[src/rtl/uart_pkg.sv]
// Shared definitions for the UART transmit arbiter: FSM state encodings,
// default bit timing and frame geometry.
package uart_pkg;

  // Arbiter FSM state encodings
  localparam logic [1:0] ST_IDLE = 2'd0;
  localparam logic [1:0] ST_LOAD = 2'd1;
  localparam logic [1:0] ST_SEND = 2'd2;
  localparam logic [1:0] ST_HOLD = 2'd3;

  // Default clock cycles per serial bit
  localparam int DEFAULT_CLKS_PER_BIT = 1000;

  // 8N1 frame: start + 8 data + stop
  localparam int FRAME_BITS = 10;

endpackage

[src/rtl/uart_tx.sv]
// 8N1 serial shifter. A write pulse loads a byte; busy rises on the next
// cycle and stays high for exactly FRAME_BITS*CLKS_PER_BIT cycles while the
// frame goes out LSB first. The line idles high and returns high on reset.
module uart_tx
  import uart_pkg::*;
#(
  parameter int CLKS_PER_BIT = DEFAULT_CLKS_PER_BIT
) (
  input  logic       clk,
  input  logic       rst_n,
  input  logic       we,
  input  logic [7:0] din,
  output logic       busy,
  output logic       tx
);

  localparam int CNT_W = (CLKS_PER_BIT > 1) ? $clog2(CLKS_PER_BIT) : 1;

  logic [CNT_W-1:0] clk_cnt_reg;
  logic [3:0]       bit_cnt_reg;
  logic [8:0]       shift_reg;   // remaining data bits plus the stop bit
  logic             busy_reg;
  logic             tx_reg;

  // Bit timing and shift-out; a write starts the start bit on the next cycle
  always_ff @(posedge clk) begin
    if (!rst_n) begin
      clk_cnt_reg <= '0;
      bit_cnt_reg <= '0;
      shift_reg   <= '1;
      busy_reg    <= 1'b0;
      tx_reg      <= 1'b1;
    end else if (we) begin
      clk_cnt_reg <= '0;
      bit_cnt_reg <= '0;
      shift_reg   <= {1'b1, din};
      busy_reg    <= 1'b1;
      tx_reg      <= 1'b0;
    end else if (busy_reg) begin
      if (clk_cnt_reg == CNT_W'(CLKS_PER_BIT - 1)) begin
        clk_cnt_reg <= '0;
        if (bit_cnt_reg == 4'(FRAME_BITS - 1)) begin
          busy_reg <= 1'b0;
          tx_reg   <= 1'b1;
        end else begin
          tx_reg      <= shift_reg[0];
          shift_reg   <= {1'b1, shift_reg[8:1]};
          bit_cnt_reg <= bit_cnt_reg + 4'd1;
        end
      end else begin
        clk_cnt_reg <= clk_cnt_reg + 1'b1;
      end
    end
  end

  assign busy = busy_reg;
  assign tx   = tx_reg;

endmodule

[src/rtl/uart_tx_arbiter.sv]
// Round-robin arbiter sharing one UART transmitter between NUM_REQ
// requesters. A granted owner keeps the channel until its last byte has
// gone out, or until it idles for LOCK_TIMEOUT cycles between bytes.
module uart_tx_arbiter
  import uart_pkg::*;
#(
  parameter int NUM_REQ      = 4,
  parameter int CLKS_PER_BIT = DEFAULT_CLKS_PER_BIT,
  parameter int LOCK_TIMEOUT = 65535
) (
  input  logic                 clk,
  input  logic                 rst_n,
  input  logic [NUM_REQ-1:0]   req_valid,
  input  logic [8*NUM_REQ-1:0] req_data,
  input  logic [NUM_REQ-1:0]   req_last,
  output logic [NUM_REQ-1:0]   req_ready,
  output logic [NUM_REQ-1:0]   grant,
  output logic                 busy,
  output logic                 tx
);

  localparam int PTR_W  = $clog2(NUM_REQ);
  localparam int HOLD_W = $clog2(LOCK_TIMEOUT + 1);

  logic [1:0]         state_reg, state_next;
  logic [NUM_REQ-1:0] grant_reg, grant_next;
  logic [PTR_W-1:0]   owner_reg, owner_next;
  logic [PTR_W-1:0]   rr_ptr_reg, rr_ptr_next;
  logic               last_reg, last_next;
  logic [HOLD_W-1:0]  hold_cnt_reg, hold_cnt_next;

  logic [7:0]         data_arr [NUM_REQ];
  logic [PTR_W-1:0]   cand_idx [NUM_REQ];
  logic [NUM_REQ-1:0] cand_valid;
  logic [PTR_W-1:0]   win_idx;
  logic               win_found;
  logic [PTR_W-1:0]   owner_inc;
  logic               tx_we;
  logic               tx_busy;

  // Per-requester byte lanes and the search order starting at rr_ptr
  for (genvar gi = 0; gi < NUM_REQ; gi++) begin : g_req
    logic [PTR_W:0] sum;
    assign data_arr[gi]   = req_data[8*gi +: 8];
    assign sum            = {1'b0, rr_ptr_reg} + (PTR_W+1)'(gi);
    assign cand_idx[gi]   = (sum >= (PTR_W+1)'(NUM_REQ)) ?
                            PTR_W'(sum - (PTR_W+1)'(NUM_REQ)) : PTR_W'(sum);
    assign cand_valid[gi] = req_valid[cand_idx[gi]];
  end

  // First valid requester at or after rr_ptr, wrapping
  always_comb begin
    win_idx   = '0;
    win_found = |cand_valid;
    for (int k = NUM_REQ - 1; k >= 0; k--) begin
      if (cand_valid[k]) win_idx = cand_idx[k];
    end
  end

  assign owner_inc = (owner_reg == PTR_W'(NUM_REQ - 1)) ? '0 : owner_reg + 1'b1;

  // Next-state logic: arbitration, byte load, frame wait and lock hold
  always_comb begin
    state_next    = state_reg;
    grant_next    = grant_reg;
    owner_next    = owner_reg;
    rr_ptr_next   = rr_ptr_reg;
    last_next     = last_reg;
    hold_cnt_next = hold_cnt_reg;
    tx_we         = 1'b0;
    case (state_reg)
      ST_IDLE: begin
        if (win_found) begin
          grant_next = NUM_REQ'(1) << win_idx;
          owner_next = win_idx;
          state_next = ST_LOAD;
        end
      end
      ST_LOAD: begin
        tx_we      = 1'b1;
        last_next  = req_last[owner_reg];
        state_next = ST_SEND;
      end
      ST_SEND: begin
        if (!tx_busy) begin
          if (last_reg) begin
            grant_next  = '0;
            rr_ptr_next = owner_inc;
            state_next  = ST_IDLE;
          end else if (req_valid[owner_reg]) begin
            state_next = ST_LOAD;
          end else begin
            hold_cnt_next = '0;
            state_next    = ST_HOLD;
          end
        end
      end
      ST_HOLD: begin
        if (req_valid[owner_reg]) begin
          state_next = ST_LOAD;
        end else if (hold_cnt_reg == HOLD_W'(LOCK_TIMEOUT - 1)) begin
          grant_next  = '0;
          rr_ptr_next = owner_inc;
          state_next  = ST_IDLE;
        end else begin
          hold_cnt_next = hold_cnt_reg + 1'b1;
        end
      end
      default: state_next = ST_IDLE;
    endcase
  end

  // State registers with synchronous active-low reset
  always_ff @(posedge clk) begin
    if (!rst_n) begin
      state_reg    <= ST_IDLE;
      grant_reg    <= '0;
      owner_reg    <= '0;
      rr_ptr_reg   <= '0;
      last_reg     <= 1'b0;
      hold_cnt_reg <= '0;
    end else begin
      state_reg    <= state_next;
      grant_reg    <= grant_next;
      owner_reg    <= owner_next;
      rr_ptr_reg   <= rr_ptr_next;
      last_reg     <= last_next;
      hold_cnt_reg <= hold_cnt_next;
    end
  end

  uart_tx #(
    .CLKS_PER_BIT (CLKS_PER_BIT)
  ) u_uart_tx (
    .clk   (clk),
    .rst_n (rst_n),
    .we    (tx_we),
    .din   (data_arr[owner_reg]),
    .busy  (tx_busy),
    .tx    (tx)
  );

  assign req_ready = (state_reg == ST_LOAD) ? grant_reg : '0;
  assign grant     = grant_reg;
  assign busy      = (state_reg != ST_IDLE);

endmodule

[config.mk]
export PLATFORM = sky130hd
export DESIGN_NAME = uart_tx_arbiter
export DESIGN_NICKNAME = d
export VERILOG_FILES = /design/src/rtl/uart_pkg.sv /design/src/rtl/uart_tx.sv /design/src/rtl/uart_tx_arbiter.sv
export SDC_FILE = /design/constraint.sdc
export NUM_CORES = 1
export LEC_CHECK = 0
export CELL_PAD_IN_SITES_DETAIL_PLACEMENT = 0
export CELL_PAD_IN_SITES_GLOBAL_PLACEMENT = 1
export CORE_MARGIN = 2
export CORE_UTILIZATION = 35
export CTS_CLUSTER_SIZE = 24
export DETAILED_ROUTE_END_ITERATION = 8
export GPL_ROUTABILITY_DRIVEN = 0
export PLACE_DENSITY = 0.73
export SYNTH_ARGS = -nofsm -noshare
export SYNTH_HDL_FRONTEND = slang
export SYNTH_SLANG_ARGS = --single-unit
[constraint.sdc]
create_clock -name clk -period 2.6 [get_ports clk]
set_input_delay 0.39 -clock clk [delete_from_list [all_inputs] [get_ports clk]]
set_output_delay 0.39 -clock clk [all_outputs]
set_load 0.005 [all_outputs]
Word level (Yosys, flattened, before mapping). Cells that the tools add are included.

Bits in read-only memories: 0. Input bits: 42. Word-level logic and storage cells: 132. Bits in latches: 0. Flip-flop bits (word level): 51. Output and inout bits: 10. Bits in writable memories: 0. Memories: 0.

Equal/unequal tests: 17. Magnitude comparators: 10. Reductions and logical operators: 16. Bitwise gates (word level): 3. Shifts and indexed selects: 1. Divide/modulo/power cells: 0. $add $sub $neg: 11. Multiply operators: 0. Mux-type cells: 63.

Operators by type and width (number): two-way mux 16 bit (5); two-way mux 8 bit (6); two-way mux 2 bit (19); one-hot mux 16 bit (2 select lines) (1); two-way mux 4 bit (6); inequality test 2 bit (second input constant) (9); adder 16 x 1 -> 16 bit (second input constant) (1); binary-select mux 8 bit (select 2 bit) (1); == test 16 bit (second input constant) (1); < comparator 2 x 3 -> 1 bit (second input constant) (5); two-way mux 1 bit (15); binary-select mux 1 bit (select 2 bit) (6); >= comparator 3 bit (second input constant) (4); one-hot mux 4 bit (3 select lines) (1); AND reduction 6 bit (2); adder 10 x 1 -> 10 bit (second input constant) (1); == test 10 bit (second input constant) (1); two-way mux 10 bit (1); AND reduction 3 bit (3); one-hot mux 2 bit (4 select lines) (1); nonzero test 2 bit (4); subtractor 2 x 1 -> 2 bit (second input constant) (4); adder 2 x 2 -> 3 bit (second input constant) (2); == test 2 bit (second input constant) (3); other kinds (17) (19).

Depth between registers and ports, before layout.
Depth after elaboration: 12. Gate-level depth with buffers: 9. Mapped depth without buffers: 7.

Modules after synthesis. From an unflattened synthesis, not the netlist that was laid out.

Cell total of the unflattened synthesis: 312. Area, all modules: 2805.2 um^2.

By module, submodules not included: uart_tx_arbiter (seq. area each 540.5 um^2, area each 1706.6 um^2, times used 1, cells each 183); uart_tx (seq. area each 480.5 um^2, area each 1098.6 um^2, times used 1, cells each 129).

Worst setup path before layout. No wires, ideal clock.

Kind: register -> register. Start point: reg owner_reg[1]. End point: reg hold_cnt_reg[8]. Data arrival time: 2.153 ns. Buffers on the path: 1. Setup time: 0.070 ns. Setup slack: 0.376 ns. Stages on the path, launching flop included: 7. Clock period less this slack: 2.224 ns. Data required time: 2.530 ns. Cell sequence: dfxtp_1 mux4_2 a211o_1 a21o_1 buf_6 or4_1 a21oi_1.

Longest elaborated chain between the ends: 4. Elaborated cells between the ends (all ways): 5. Classes of those cells: 2 x eq/ne; 2 x mux; 1 x reduce/logical.

Ends and longest elaborated chain: start: declaration (RTL line uart_tx_arbiter.sv:27) `logic [PTR_W-1:0] owner_reg, owner_next;`; start signal: assignment (RTL line uart_tx_arbiter.sv:125) `owner_reg <= owner_next;`; binary-select mux 1 bit (select 2 bit) * (RTL line uart_tx_arbiter.sv:90, uart_tx_arbiter.sv:99); two-way mux 1 bit (not written as such) * (RTL line uart_tx_arbiter.sv:90, uart_tx_arbiter.sv:99); inequality test 2 bit (no line); AND reduction 6 bit (no line) *; end signal: assignment (RTL line uart_tx_arbiter.sv:128) `hold_cnt_reg <= hold_cnt_next;`; end: declaration (RTL line uart_tx_arbiter.sv:30) `logic [HOLD_W-1:0] hold_cnt_reg, hold_cnt_next;`.

Every way passes the cells marked *; elsewhere a longest branch is shown, timed or not. The select of a mux whose other input is x is not followed. A chain may end at the register's enable or synchronous reset.

Worst setup path in the final report.
Start point: in req_valid[3]. End point: reg hold_cnt_reg[14].

Longest elaborated chain between the ends: 4. Elaborated cells between the ends (all ways): 5. Classes of those cells: 2 x eq/ne; 2 x mux; 1 x reduce/logical.

Ends and longest elaborated chain: start: declaration (RTL line uart_tx_arbiter.sv:13) `input logic [NUM_REQ-1:0] req_valid,`; binary-select mux 1 bit (select 2 bit) * (RTL line uart_tx_arbiter.sv:90, uart_tx_arbiter.sv:99); two-way mux 1 bit (not written as such) * (RTL line uart_tx_arbiter.sv:90, uart_tx_arbiter.sv:99); inequality test 2 bit (no line); AND reduction 6 bit (no line) *.

Marked as above.

==> impl_metrics.py <==
metrics = {
    "status": {
        "status": "finished clean",
    },
    "global_route": {
        "antenna_found_initial": 0,
        "grt_max_degree": 15,
        "grt_usage_pct": 15.6,
        "grt_pass1_vias": 2404,
        "grt_pass1_wl_mm": 11.2,
        "grt.overflow.total": 0,
    },
    "timing": {
        "post-route-min-period_ns": 2.39,
        "hold_violations": 0,
        "drv_slew": 0,
        "rsz0062_at_grt": "false",
        "clock_skew_ns": 0.00679,
        "max-slew-margin-rel_pct": 67.6,
        "whs_ns": 0.482,
        "fmax_ghz": 0.419,
        "finalCritPeriodShare_pct": 91.8,
        "setup_viol_count_final": 0,
        "tightest_slew_ns": 0.483,
    },
    "pwr": {
        "comb_power_share_pct": 19.6,
        "power.density_nw_per_um2": 453,
        "clkPwrFrac_pct": 30.0,
        "seqPwrFrac_pct": 50.4,
        "internal_power_mw": 1.23,
        "p_leak_nw": 1.35,
        "vdd_drop_max_mv": 0.194,
        "power.share.switching_pct": 25.4,
        "p_sw_mw": 0.421,
        "total_power_mw": 1.66,
    },
    "detailed_routing": {
        "viasPerCell": 5.29,
        "wl_met3_um": 250,
        "ant_nets": 0,
        "drc_errors": 0,
        "highest_layer": "met4",
        "wl_met1_mm": 3.12,
        "drtIter0Drc": 71,
        "num_vias": 2578,
        "routed_wl_mm": 6.50,
        "wl_met2_mm": 3.05,
        "wl_per_cell_um": 13.3,
        "first_pass_iters": 4,
    },
    "clock_network": {
        "clk-insertion-delay-late_ns": 0.30,
        "cts_max_level": 2,
        "post_cts_resized": 0,
        "hold_buffers": 0,
        "clock_sinks": 51,
        "tritoncts": "done",
        "cts.root.buffer_cell": "clkbuf_8",
        "cts_made_buffers": 5,
        "clock_path_buffers": 2,
        "postCtsSetupBuffers": 0,
        "clk_pin_slew_ns": 0.09,
    },
    "setup_path": {
        "start_kind": "input pin",
        "cp.required_ns": 2.84,
        "worstPathArrival_ns": 2.63,
        "worstPathMaxFanout": 2,
        "critPathKind": "in2reg",
        "ff2ff_path_depth": 6,
        "endpoint_kind": "flop",
    },
    "floorplan": {
        "core_area_um2": 7810,
        "die_h_um": 94.1,
        "start_util_pct": 36.4,
        "ioPinCount": 52,
        "fp.dieArea_um2": 8860,
        "dieWidth_um": 94.1,
        "placementRows": 32,
    },
    "cells_and_area": {
        "drive_above_1_share_pct": 10.4,
        "largest_reg_flops": 16,
        "diodes": 0,
        "area_growth_pct": 28.7,
        "layout_common_cells": "51 x dfxtp_1, 51 x clkdlybuf4s50_1, 38 x nor2_1",
        "nNetsFinal": 432,
        "post-route-util_pct": 46.9,
    },
    "place": {
        "dp.final_hpwl_mm": 4.98,
        "io_buffers": 51,
    },
    "synth": {
        "synth_area_um2": 2840,
        "synth.distinct_cells": 51,
        "syn_inst": 324,
        "avgSynthCellArea_um2": 8.77,
        "synth_nets": 372,
        "yosysWarnings": 0,
        "synthTopCellsByArea": "dfxtp_1 36%, mux4_2 7.9%, nor2_1 5.0%",
        "synth_top_area_share_pct": 35.9,
        "seq_area_frac_synth_pct": 35.9,
        "synth-async-reset-ratio_pct": 0,
        "synth_flop_cell": "dfxtp_1",
        "synth-edff-count": 0,
        "yosysTopAreaCell": "dfxtp_1",
        "synth-seq-cells": 51,
    },
    "hold_path": {
        "hp-class": "reg2reg",
        "holdPathStages": 2,
    },
    "flow_run": {
        "cap_violations": 0,
    },
}
==> layer usage <==
metal	track usage, %	up-vias
met5	0	-
met4	4.35	0
met3	2.73	7
met2	25.5	51
met1	21.2	1212
li1	-	1308
==> synth_stat cells (all sizes together), types with 2 or more instances <==
| master | n |
|---|---|
| or4 | 8 |
| mux4 | 10 |
| ha | 6 |
| inv | 12 |
| nor3 | 6 |
| o221a | 4 |
| clkbuf | 17 |
| dfxtp | 51 |
| nand2b | 2 |
| o21ai | 8 |
| o41ai | 3 |
| o31ai | 6 |
| and4 | 3 |
| a21oi | 20 |
| a21o | 3 |
| o2bb2ai | 3 |
| or2 | 2 |
| a21boi | 4 |
| xor2 | 6 |
| or3 | 6 |
| nand4b | 2 |
| buf | 2 |
| nand3b | 8 |
| xnor2 | 5 |
| nor2 | 38 |
| a22o | 2 |
| nand3 | 13 |
| mux2i | 11 |
| nand4 | 3 |
| nor2b | 3 |
| and2 | 2 |
| nand2 | 28 |
| and3 | 12 |
| o22ai | 2 |
==> logic make-up after synthesis <==
kind of cell,share of synthesized area [%]
multiplexers,11.8
AND/OR/NAND/NOR,25.7
adder cells (fa/ha/maj),2.64
flip-flops,35.9
AO/OA/AOI/OAI,16.2
XOR/XNOR,3.39
buffers and inverters,4.36
==> power groups by stage <==
stage | clock (mW) | sequential (mW) | combinational [mW]
5_1_grt | 0.552 | 0.840 | 0.358
2_1_floorplan | 0 | 0.846 | 0.184
4_1_cts | 0.516 | 0.835 | 0.329
6_report | 0.497 | 0.834 | 0.324
3_5_place_dp | 0 | 0.853 | 0.328
3_3_place_gp | 0 | 0.853 | 0.323
==> per-stage QoR <==
step                      TNS (ns)  worst slack (ns)  cell area (um2)  instances
after floorplan                  0             0.376             2840        324
after CTS                        0             0.212             3660        487
after global routing             0             0.109             3660        487
after detailed placement    -0.342           -0.0896             3560        479
final                            0             0.212             3660        487
after global placement     -0.0552           -0.0362             3560        479
==> worst max-delay path, stage by stage <==
cell             delay [ns]
clkdlybuf4s50_1        0.42
mux4_2                 0.51
a211o_1                0.31
buf_4                  0.15
a2111oi_4              0.33
or3b_1                 0.38
a21oi_1                0.14
==> final timing paths <==
path | from | end | slack [ns]
worst max-delay path | req_valid[3] | hold_cnt_reg[14]$_SDFFE_PN0P_ | 0.21
worst min-delay path | rr_ptr_reg[0]$_SDFFE_PN0P_ | rr_ptr_reg[0]$_SDFFE_PN0P_ | 0.48
worst max register to register | owner_reg[1]$_SDFFE_PN0P_ | hold_cnt_reg[14]$_SDFFE_PN0P_ | 0.34
worst min register to register | rr_ptr_reg[0]$_SDFFE_PN0P_ | rr_ptr_reg[0]$_SDFFE_PN0P_ | 0.48
==> cell type report <==
type | instances | area, um2
clock buffer | 8 | 100
inverter | 12 | 45.0
tap | 102 | 128
multi-input combinational | 242 | 1700
fill | 767 | 4150
sequential | 51 | 1020
timing repair buffer | 72 | 668
Power figures use the tool's default switching activity.
